`config.mk`:
```
export PLATFORM = sky130hd
export DESIGN_NAME = gate_exerciser
export DESIGN_NICKNAME = d
export VERILOG_FILES = /design/src/rtl/gate_exerciser.sv
export SDC_FILE = /design/constraint.sdc
export NUM_CORES = 1
export LEC_CHECK = 0
export BUFFER_PORTS_ARGS = -buffer_cell sky130_fd_sc_hd__buf_2
export CORE_MARGIN = 3
export CORE_UTILIZATION = 50
export CTS_BUF_LIST = sky130_fd_sc_hd__clkbuf_16
export CTS_CLUSTER_DIAMETER = 40
export DETAILED_ROUTE_END_ITERATION = 10
export PLACE_DENSITY = 0.82
export SETUP_SLACK_MARGIN = 0.4
export SLEW_MARGIN = 15
export SYNTH_ARGS = -nofsm -noshare
export SYNTH_HDL_FRONTEND = slang
export SYNTH_SLANG_ARGS = --single-unit
```
`constraint.sdc`:
```
create_clock -name clk -period 2.75 [get_ports clk]
set_clock_uncertainty 0.1 [all_clocks]
set_input_delay 0 -clock clk [delete_from_list [all_inputs] [get_ports clk]]
set_output_delay 0 -clock clk [all_outputs]
set_load 0.03 [all_outputs]
```
`src/rtl/gate_exerciser.sv`:
```
// Drives a 2-input gate through 00,01,10,11 and checks its output against the selected function.
// Optional build macro GATE_EXER_STOP_ON_FAIL_EN ends a run at the first mismatching vector.
module gate_exerciser #(
  parameter int SETTLE_CYCLES = 2
) (
  input  logic       clk,
  input  logic       rst_n,
  input  logic       start,
  input  logic [2:0] func,
  input  logic       y_dut,
  output logic       a,
  output logic       b,
  output logic       busy,
  output logic       done,
  output logic       pass,
  output logic [3:0] fail_mask,
  output logic [2:0] err_cnt,
  output logic       illegal
);

  typedef enum logic [1:0] {
    IDLE = 2'd0,
    RUN  = 2'd1,
    DONE = 2'd2
  } state_t;

  localparam logic [3:0] SETTLE = 4'(SETTLE_CYCLES);
  localparam logic [2:0] ERR_MAX = 3'd4;

`ifdef GATE_EXER_STOP_ON_FAIL_EN
  localparam bit STOP_ON_FAIL = 1'b1;
`else
  localparam bit STOP_ON_FAIL = 1'b0;
`endif

  state_t     state;
  logic [2:0] func_q;
  logic [1:0] vec;
  logic [3:0] cnt;

  logic       settle_hit;
  logic       mismatch;
  logic       last_vec;
  logic       func_legal;
  logic [3:0] mask_next;

  function automatic logic gate_fn(input logic [2:0] f, input logic x, input logic y);
    logic r;
    case (f)
      3'd0:    r = x & y;
      3'd1:    r = x | y;
      3'd2:    r = ~(x & y);
      3'd3:    r = ~(x | y);
      3'd4:    r = x ^ y;
      3'd5:    r = ~(x ^ y);
      default: r = 1'b0;
    endcase
    return r;
  endfunction

  // a/b are registered copies of vec, so the compare sees exactly the vector being driven
  assign settle_hit = (cnt == SETTLE);
  assign mismatch   = (y_dut != gate_fn(func_q, a, b));
  assign mask_next  = fail_mask | (mismatch ? (4'b0001 << vec) : 4'b0000);
  assign last_vec   = (vec == 2'd3) || (STOP_ON_FAIL && mismatch);
  assign func_legal = (func <= 3'd5);

  always_ff @(posedge clk) begin
    if (!rst_n) begin
      state     <= IDLE;
      func_q    <= 3'd0;
      vec       <= 2'd0;
      cnt       <= 4'd0;
      a         <= 1'b0;
      b         <= 1'b0;
      busy      <= 1'b0;
      done      <= 1'b0;
      pass      <= 1'b0;
      fail_mask <= 4'd0;
      err_cnt   <= 3'd0;
      illegal   <= 1'b0;
    end else begin
      done    <= 1'b0;
      illegal <= 1'b0;
      case (state)
        IDLE: begin
          a    <= 1'b0;
          b    <= 1'b0;
          busy <= 1'b0;
          if (start) begin
            if (func_legal) begin
              func_q    <= func;
              fail_mask <= 4'd0;
              err_cnt   <= 3'd0;
              pass      <= 1'b0;
              vec       <= 2'd0;
              cnt       <= 4'd0;
              busy      <= 1'b1;
              state     <= RUN;
            end else begin
              illegal <= 1'b1;
            end
          end
        end

        RUN: begin
          if (settle_hit) begin
            fail_mask <= mask_next;
            if (mismatch && (err_cnt != ERR_MAX)) begin
              err_cnt <= err_cnt + 3'd1;
            end
            if (last_vec) begin
              // pass uses mask_next so the final vector's result is included
              pass  <= (mask_next == 4'd0);
              done  <= 1'b1;
              busy  <= 1'b0;
              a     <= 1'b0;
              b     <= 1'b0;
              state <= DONE;
            end else begin
              vec    <= vec + 2'd1;
              cnt    <= 4'd0;
              {a, b} <= vec + 2'd1;
            end
          end else begin
            cnt <= cnt + 4'd1;
          end
        end

        DONE: begin
          a     <= 1'b0;
          b     <= 1'b0;
          busy  <= 1'b0;
          state <= IDLE;
        end

        default: begin
          state <= IDLE;
        end
      endcase
    end
  end

endmodule

```
# [Word level (Yosys, flattened, before mapping)]
# Cells that the tools add are included.
[classes] add_sub_neg=3 magnitude_cmp=1 eq_ne=18 shift=1 mux=42 bitwise=7 reduce_logical=19
[ops] operator="$mux 4" count=6
[ops] operator="$mux 2" count=8
[ops] operator="$pmux 4 s2" count=2
[ops] operator="$reduce_and 5->1" count=3
[ops] operator="$mux 1" count=14
[ops] operator="$mux 3" count=4
[ops] operator="$ne 2x2->1 const B" count=6
[ops] operator="$reduce_and 3->1" count=4
[ops] operator="$reduce_and 4->1" count=3
[ops] operator="$pmux 2 s2" count=2
[ops] operator="$eq 3x2->1 const B" count=2
[ops] operator="$eq 3x3->1 const B" count=2
[ops] operator="$ne 3x3->1 const B" count=2
[ops] operator="$pmux 1 s2" count=3
[ops] operator="$pmux 1 s6" count=1
[ops] operator="$pmux 3 s2" count=1
[ops] operator="$add 4x1->4 const B" count=1
[ops] operator="$eq 2x2->1 const B" count=2
[ops] operator="$eq 4x2->1 const B" count=1
[ops] operator="$logic_not 4->1" count=1
[ops] operator="$or 4x4->4" count=1
[ops] operator="$reduce_bool 2->1" count=2
[ops] operator="$shl 1x2->4 const A" count=1
[ops] operator="$add 3x1->3 const B" count=1
[ops] operator="other kinds (16)" count=18
[word_totals] register_bits=24 input_bits=7 output_inout_bits=13 elab_cells=103

# [Depth between registers and ports, before layout]
# Gate-level depths: netlist of the first run.
[logic_depth] ltp_word=10 mapped_depth=8 mapped_depth_nobuf=7

# [Least setup slack after synthesis of the first run]
# OpenSTA, ideal clock, no wires.
[synth_path] path_type="flip-flop to flip-flop" startpoint="register a" endpoint="register err_cnt[1]" setup_time_ns=0.069 t_arrival_ns=2.134 required_time_ns=2.581 setup_slack_ns=0.447 path_stages_with_launch=9 path_buffers=1 period_less_slack_ns=2.303 cell_sequence="dfxtp_1 inv_1 ha_1 xor2_1 a222oi_1 xnor2_1 buf_6 a221o_1 a21oi_2"
[synth_between] elab_chain_cells=7 elab_cells_between_ends=11 classes_between="eq/ne (2); mux (1); bitwise (6); reduce/logical (2)"
[synth_rtl] element="start: declaration" line="11" source="output logic a,"
[synth_rtl] element="start signal: assignment" line="123" source="{a, b} <= vec + 2'd1;"
[synth_rtl] element="$xor 1x1->1, or another cell as far along" line="54, 55"
[synth_rtl] element="$not 1->1 (on tied branches)" line="55, 52, 53"
[synth_rtl] element="$pmux 1 s6 (*)" line="49" source="case (f)"
[synth_rtl] element="$ne 1x1->1 (*)" line="63" source="assign mismatch = (y_dut != gate_fn(func_q, a, b));"
[synth_rtl] element="$logic_and 1x1->1 (*)" line="109" source="if (mismatch && (err_cnt != ERR_MAX)) begin"
[synth_rtl] element="$ne 2x2->1 (no source line) (*)"
[synth_rtl] element="$reduce_and 5->1 (no source line) (*)"
[synth_rtl] element="end signal: assignment" line="110" source="err_cnt <= err_cnt + 3'd1;"
[synth_rtl] element="end: declaration" line="17" source="output logic [2:0] err_cnt,"
# Every way passes the cells marked *; elsewhere a longest branch is shown, timed or not.
# A chain may end at the register's enable or synchronous reset.

# [Worst setup path in the final report of the first run]
[layout_path] startpoint="register b" endpoint="register pass"
[layout_between] elab_chain_cells=10 elab_cells_between_ends=14 classes_between="eq/ne (1); mux (5); bitwise (7); reduce/logical (1)"
[layout_rtl] element="start: declaration" line="12" source="output logic b,"
[layout_rtl] element="start signal: assignment" line="123"
[layout_rtl] element="$xor 1x1->1, or another cell as far along" line="54, 55"
[layout_rtl] element="$not 1->1 (on tied branches)" line="55, 52, 53"
[layout_rtl] element="$pmux 1 s6 (*)" line="49"
[layout_rtl] element="$ne 1x1->1 (*)" line="63"
[layout_rtl] element="$mux 4 (*)" line="64" source="assign mask_next = fail_mask | (mismatch ? (4'b0001 << vec) : 4'b0000);"
[layout_rtl] element="$or 4x4->4 (*)" line="64"
[layout_rtl] element="$logic_not 4->1 (*)" line="114" source="pass <= (mask_next == 4'd0);"
[layout_rtl] element="$mux 1 (*)" line="112" source="if (last_vec) begin"
[layout_rtl] element="$mux 1 (*)" line="107" source="if (settle_hit) begin"
[layout_rtl] element="$pmux 1 s2 (*)" line="85" source="case (state)"
[layout_rtl] element="end signal: assignment" line="114"
[layout_rtl] element="end: declaration" line="15" source="output logic pass,"
# Every way passes the cells marked *; elsewhere a longest branch is shown, timed or not. The select of a mux whose other input is x is not followed.

==> results.toml, run 1 <==
[outcome]
status = "finished, final reports clean"

[place]
dpl_cell_area_um2 = 1470
hpwlAfterDp_um = 2120
gp_congestion = 0.841
io_buffers = 19

[worst_setup_path]
cp.required_ps = 2820
critPathBufInv = 1
critPathKind = "reg -> reg"
critical-path-top-delay-family = "compound AO/OA/AOI/OAI gates"
crit_path_max_fanout = 7
worstPathArrival_ps = 2270
cp-end-kind = "flip-flop"
cpPeakStageDelay_ps = 530
crit_chain = "inv_2, ha_4, xor2_1, a222oi_1, xnor2_2, or3_1, a21oi_1"
crit_slowest_cell = "a222oi_1"
start_kind = "flip-flop"

[cts]
clkTransAtPathRegs_ps = 60
cts_root_buf = "clkbuf_16"
htreeDepth = 1
clock_sinks = 24
tritoncts = "built"
insertion_delay_ps = 250
cts_buffers = 3
clk_path_buf_depth = 2

[routing]
drt_iter0_markers = 46
wl_per_cell_um = 14.6
met2_wirelength_um = 1570
highest_layer = "met4"
dr_total_vias = 1238
wl_met1_um = 1370
routed_via_density = 5.84
drt_pre_antenna_iters = 6
wirelength_um = 3090
met3_length_um = 117
drc = 0
ant_nets = 0

[pwr]
p_sw_share_pct = 27.9
pwr-share-comb_pct = 20.5
internal_power_uw = 622
totalPowerFinal_uw = 864
power_density_nw_per_um2 = 523
p_switching_uw = 241
p_seq_share_pct = 43.2
power_frac_clock_pct = 36.3
total_leakage_power_uw = 0.000730
peakVddDrop_v = 0.000299

[timing]
slew_violations = 0
min_period_ps = 2200
tns_ps = 0
worst_pin_slew_ps = 583
finalCritPeriodShare_pct = 79.8
holdWs_ps = 145
setup_viol = 0
fmax_mhz = 456
final-hold-violation-count = 0
grt_setup_unrepaired = "no"
slew_headroom_pct = 61.0

[worst_hold_path]
hold_path.class = "in -> reg"

[logic_synthesis]
yosysSeqAreaShare_pct = 35.7
ys_ff_latch = 24
netlist.area_leader.share_pct = 35.7
syn_area_per_cell_um2 = 8.75
syn_inst = 154
syn-cell-area_um2 = 1350
synth_top_flop_cell = "dfxtp_1"
synth_cell_types = 44
synth_edf_count = 0
synth.area.top_cells = "dfxtp_1 36%, ha_1 13%, a21oi_1 4.8%"
synth_top_area_cell = "dfxtp_1"
synth_fp_nets = 175
async_flop_share_pct = 0
ys_warn_count = 0

[die]
die_area_um2 = 3350
ioPinCount = 20
rows = 18
die_w_um = 57.9
die_y_um = 57.9
coreArea_um2 = 2520
initial_utilization_pct = 53.4

[grt]
grt.overflow.total = 0
grt_pass1_wl_um = 5080
antenna_found_initial = 0
grt_usage_pct = 19.5
grt_max_degree = 19
grt_pass1_vias = 1108

[layout]
synthToLayoutAreaGrowth_pct = 22.5
layout.nets = 204
diodes = 0
final_area_um2 = 1650
drive_gt1_share_pct = 22.5

[job]
maxCapViolations = 0
## synth_stat cells, drive strengths merged, types with 4 or more instances
cell type / number
o21ai: 4
xor2: 4
nor2: 15
a21oi: 14
clkbuf: 4
ha: 14
dfxtp: 24
nand3: 7
inv: 9
nand2: 12
## what timing repair did
item                                   CTS  global route
setup buffers                            2             1
setup endpoints to repair                1             6
hold buffers                             5             0
endpoints found under the hold margin    6             0
gates resized for setup                  1             6
pin swaps                                2             7
## sequential cells by signal, summed over array words and instances, names as in the netlist, 2 cells and up
register and count:
cnt 4, err_cnt 3, fail_mask 4, func_q 3, state 2, vec 2
## cell usage in the layout (no fill, tap or decap), types with 3 or more instances in the layout
cell and count:
buf_2 19, buf_4 5, o21ai_0 4, nand2_1 12, nand4_1 3, nand3_1 7, dfxtp_1 22, nor4_1 3
a21oi_1 13, nor2_1 15, clkbuf_16 3, ha_1 13, inv_1 7, dlygate4sd3_1 5, xor2_1 4
## worst min-delay path, cell delays in order
cell and delay [ps]:
buf_2 110, a21boi_0 170, nand3_1 110, a21oi_1 60
## layer usage
layer  GRT usage, %  up-vias
met3           4.01        4
met1           25.1      595
met4           4.97        0
li1               -      613
met2           33.1       26
met5              0        -
## cells by family after synthesis
logic type | after synthesis | share of synthesized area, %
fa+ha+maj | 14 | 13.0
flops | 24 | 35.7
mux | 2 | 1.49
buf+inv | 15 | 4.73
compound gates | 37 | 18.9
xor+xnor | 7 | 4.55
simple gates | 55 | 21.6
## path summary, 6_finish.rpt
check	start	end	slack [ps]	depth (start not counted)
worst max-delay path	b	pass	550	7
worst min-delay path	start	func_q[0]	140	4
worst max register to register	b	pass	550	7
worst min register to register	pass	pass	390	2
## final cells by class
cell class                      instances  area (um2)
Inverter                               10        37.5
Clock buffer                            3        75.1
Tap cell                               30        37.5
Timing Repair Buffer                   29         183
Clock inverter                          1        3.75
Sequential cell                        24         483
Multi-Input combinational cell        115         831
Fill cell                             200         872
## power groups by stage
stage,clock [uW],combinational [uW],sequential [uW]
floorplan,0,117,382
global placement,0,154,380
detailed placement,0,157,381
CTS,319,174,373
global route,333,195,375
finish,313,177,373
## metrics by stage
| step | cells | utilization (%) | worst slack [ps] |
|---|---|---|---|
| after floorplan | 154 | - | 447 |
| after global placement | 200 | 58.2 | 525 |
| after detailed placement | 200 | 58.2 | 452 |
| after CTS | 211 | 64.2 | 421 |
| after global routing | 212 | 65.4 | 442 |
| final | 212 | 65.4 | 555 |
(Power assumes the default switching activity.)
==> run 2: changes to the inputs <==
PLACE_DENSITY = 0.85   (was 0.82)
clock period = 1.8 ns   (was 2.75 ns; I/O delays follow)
==> results.toml, run 2 (synthesized netlist as in run 1, its figures left out) <==
[place]
gp_congestion = 0.791
io_buffers = 19
dpl_cell_area_um2 = 1670
hpwlAfterDp_um = 2530

[routing]
routed_via_density = 6.42
drt_iter0_markers = 120
wl_per_cell_um = 22.0
drc = 0
dr_total_vias = 1593
wirelength_um = 5450
ant_nets = 0
drt_pre_antenna_iters = 5

[timing]
setup_ws_ps = -362
slew_violations = 0
min_period_ps = 2160
fmax_mhz = 463
final-hold-violation-count = 0
worst_pin_slew_ps = 1170
slew_headroom_pct = 21.1
finalCritPeriodShare_pct = 120
setup_viol = 9
tns_ps = -2440
grt_setup_unrepaired = "yes"

[grt]
grtUsageMet2_pct = 52.1
grt_usage_pct = 28.9
grt_max_degree = 19
globalRoute.busiestLayer = "met2"
grt_pass1_wl_um = 7300
grt.overflow.total = 0
antenna_found_initial = 0
use_met3_pct = 5.12
grt_use_met1_pct = 29.9
grt_pass1_vias = 1556

[cts]
htreeDepth = 1
clk_path_buf_depth = 2
insertion_delay_ps = 270
cts_buffers = 3
clkTransAtPathRegs_ps = 70
tritoncts = "built"
clock_sinks = 24
cts_root_buf = "clkbuf_16"

[worst_setup_path]
start_kind = "flip-flop"
crit_path_max_fanout = 8
crit_chain = "inv_4, ha_4, xor2_1, a222oi_1, xnor2_2, or3_1, a21oi_2"
cp.required_ps = 1890
worstReg2RegStart = "a"
ff2ff_setup_slack_ps = -360
critPathKind = "reg -> reg"
startpoint = "a"
crit_slowest_cell = "a222oi_1"
cp-end-kind = "flip-flop"
worstPathArrival_ps = 2250
cpPeakStageDelay_ps = 450

[layout]
final_common_cell = "buf_4"
drive_gt1_share_pct = 51.4
layout.nets = 240
largestRegisters = "cnt: 4 flops, fail_mask: 4 flops"
final_cell_mix = "25 x buf_4, 19 x buf_2, 18 x dfxtp_1"
final_area_um2 = 2280
synthToLayoutAreaGrowth_pct = 69.1
diodes = 0

[pwr]
p_seq_share_pct = 30.6
pwr-share-comb_pct = 33.8
peakVddDrop_v = 0.000918
power_frac_clock_pct = 35.5
total_leakage_power_uw = 0.000991
internal_power_uw = 1300
p_sw_share_pct = 29.9
power_density_nw_per_um2 = 817
p_switching_uw = 557

[die]
rows = 18
coreArea_um2 = 2520
die_y_um = 57.9
ioPinCount = 20
die_area_um2 = 3350
initial_utilization_pct = 53.4
die_w_um = 57.9

[outcome]
failed_checks = "setup timing"
status = "complete, but fails checks"

[worst_hold_path]
hold_path.class = "in -> reg"
min_from = "rst_n"

[job]
maxCapViolations = 0
-- run 2: layout make-up --
type,instances,area [um2]
well taps,30,37.5
clock buffers,3,75.1
flip-flops and latches,24,498
repair buffers,65,515
inverters,10,47.5
clock inverters,1,30.0
multi-input cells,115,1070
fillers,108,244
-- run 2: path summary, 6_finish.rpt --
kind                 to  cells past startpoint
max                pass                      7
min          err_cnt[2]                      4
max reg2reg        pass                      7
min reg2reg        busy                      2
-- run 2: power groups by stage --
stage	clock network [uW]	registers [uW]	logic, uW
4_1_cts	654	572	439
6_report	661	570	629
3_3_place_gp	0	581	303
3_5_place_dp	0	582	316
5_1_grt	687	572	657
2_1_floorplan	0	585	210
-- run 2: worst max-delay path, delay by kind of cell (launching register included) --
| kind | cells | cell delay [ps] |
|---|---|---|
| compound gates | 2 | 590 |
| xor+xnor | 2 | 360 |
| fa+ha+maj | 1 | 230 |
| buf+inv | 1 | 40 |
| flops | 1 | 370 |
| simple gates | 1 | 380 |
-- run 2: metal layers --
metal | vias to the layer above | share of wire [%]
met3 | 40 | 7.6
met2 | 105 | 50
met4 | 0 | 5.9
met5 | - | 0
li1 | 685 | -
met1 | 763 | 37
-- run 2: timing repair --
action / CTS / global route
hold buffers: 6 / 0
buffers inserted: 10 / 13
resized for setup: 30 / 27
endpoints found under the hold margin: 6 / 0
endpoints found under the setup margin: 22 / 22
pin swaps: 13 / 13
-- run 2: per-stage QoR --
| stage | util, % | total power [uW] | hold WS, ps | setup WS [ps] | cells |
|---|---|---|---|---|---|
| floorplan | - | 795 | 17.5 | -194 | 154 |
| global placement | 66.1 | 884 | 158 | -222 | 215 |
| detailed placement | 66.1 | 898 | 173 | -300 | 215 |
| CTS | 81.3 | 1670 | 20.6 | -298 | 235 |
| global route | 90.3 | 1920 | 62.9 | -422 | 248 |
| finish | 90.3 | 1860 | 47.4 | -362 | 248 |
==> run 3: changes to the inputs <==
CTS_BUF_LIST = sky130_fd_sc_hd__clkbuf_4 sky130_fd_sc_hd__clkbuf_8 sky130_fd_sc_hd__clkbuf_16   (was sky130_fd_sc_hd__clkbuf_16)
==> results.toml, run 3 (synthesized netlist as in run 1, its figures left out) <==
[worst_hold_path]
min_from = "y_dut"
hold_path.class = "in -> reg"
holdPathStages = 4

[place]
dpl_cell_area_um2 = 1670
io_buffers = 19
placedCellCount = 215
hpwlAfterDp_um = 2530
gp_congestion = 0.791

[timing]
worst_pin_slew_ps = 1090
slew_headroom_pct = 26.8
finalCritPeriodShare_pct = 124
slew_violations = 0
min_period_ps = 2240
fmax_mhz = 447
setup_ws_ps = -436
setup_viol = 11
grt_setup_unrepaired = "yes"
final-hold-violation-count = 0

[pwr]
power_frac_clock_pct = 26.7
power_density_nw_per_um2 = 711
p_seq_share_pct = 37.3
p_switching_uw = 492
p_sw_share_pct = 32.0
total_leakage_power_uw = 0.000939
pwr-share-comb_pct = 36.1
internal_power_uw = 1040
peakVddDrop_v = 0.000751

[routing]
highest_layer = "met4"
drt_iter0_markers = 83
wirelength_um = 4980
wl_met1_um = 1890
met2_wirelength_um = 2520
ant_nets = 0
drc = 0
met3_length_um = 300
routed_via_density = 6.18
dr_total_vias = 1521
wl_per_cell_um = 20.3
drt_pre_antenna_iters = 4

[layout]
final_cell_mix = "27 x buf_4, 19 x buf_2, 18 x dfxtp_1"
layout.nets = 238
final_cells = 246
diodes = 0
largestRegisters = "cnt: 4 flops, fail_mask: 4 flops"
final_common_cell = "buf_4"
synthToLayoutAreaGrowth_pct = 60.4
drive_gt1_share_pct = 49.1
final_area_um2 = 2160

[worst_setup_path]
critPathKind = "reg -> reg"
start_kind = "flip-flop"
cp-end-kind = "flip-flop"
worstReg2RegStart = "a"
cp.required_ps = 1970
worstPathArrival_ps = 2410
startpoint = "a"
crit_path_max_fanout = 8
r2r_cells = 7

[cts]
htreeDepth = 1
tritoncts = "built"
cts_buffers = 3
cts_root_buf = "clkbuf_4"
clkTransAtPathRegs_ps = 150
clock_sinks = 24
insertion_delay_ps = 340
clk_path_buf_depth = 2

[outcome]
failed_checks = "setup timing"
status = "complete, but fails checks"

[die]
die_y_um = 57.9
coreArea_um2 = 2520
ioPinCount = 20
rows = 18
initial_utilization_pct = 53.4
die_area_um2 = 3350
die_w_um = 57.9

[grt]
antenna_found_initial = 0
grt.overflow.total = 0
grt_usage_pct = 26.9
grt_pass1_wl_um = 6870
grt_pass1_vias = 1465
grt_max_degree = 19

[job]
maxCapViolations = 0
[run 3: worst paths after layout]
path | slack [ps] | end
setup / recovery | -440 | err_cnt[1]
hold / removal | 80 | err_cnt[1]
setup reg to reg | -440 | err_cnt[1]
hold reg to reg | 410 | cnt[1]
[run 3: cell type report]
cell class	count	area (um2)
Inverter	10	47.5
Multi-Input combinational cell	115	1030
Timing Repair Buffer	63	490
Clock buffer	3	22.5
Sequential cell	24	498
Tap cell	30	37.5
Clock inverter	1	30.0
Fill cell	135	362
[run 3: power by group through the flow]
stage	logic [uW]	registers [uW]	clock network [uW]
after floorplan	210	585	0
after global placement	303	581	0
after detailed placement	316	582	0
after CTS	429	572	403
after global routing	583	575	435
final	554	573	410
[run 3: routing by layer]
layer  track usage (%)  up-vias
met5                 0        -
met4              12.9        0
met3              5.12       28
met2              46.8       87
met1              31.4      723
li1                  -      683
[run 3: repair_timing]
action / 4_1_cts / 5_1_grt
buffers inserted: 10 / 12
hold buffers: 5 / 0
resized for setup: 27 / 21
endpoints found under the setup margin: 22 / 23
pin swaps: 15 / 15
hold endpoints to repair: 10 / 0
[run 3: metrics by stage]
stage | total power, uW | TNS, ps | setup slack [ps] | hold WS (ps) | utilization (%)
3_3_place_gp | 884 | -1570 | -222 | 158 | 66.1
2_1_floorplan | 795 | -701 | -194 | 17.5 | -
3_5_place_dp | 898 | -2040 | -300 | 173 | 66.1
5_1_grt | 1590 | -4420 | -541 | 97.8 | 85.7
4_1_cts | 1400 | -2140 | -308 | 57.1 | 77.7
6_report | 1540 | -3290 | -436 | 82.2 | 85.7
[run 3: critical path, cell delays in order, from the launching register on]
cell and delay, ps:
dfxtp_4 390, inv_4 40, ha_4 230, xor2_1 140
a222oi_1 540, xnor2_2 240, a221o_1 360, a21oi_2 130
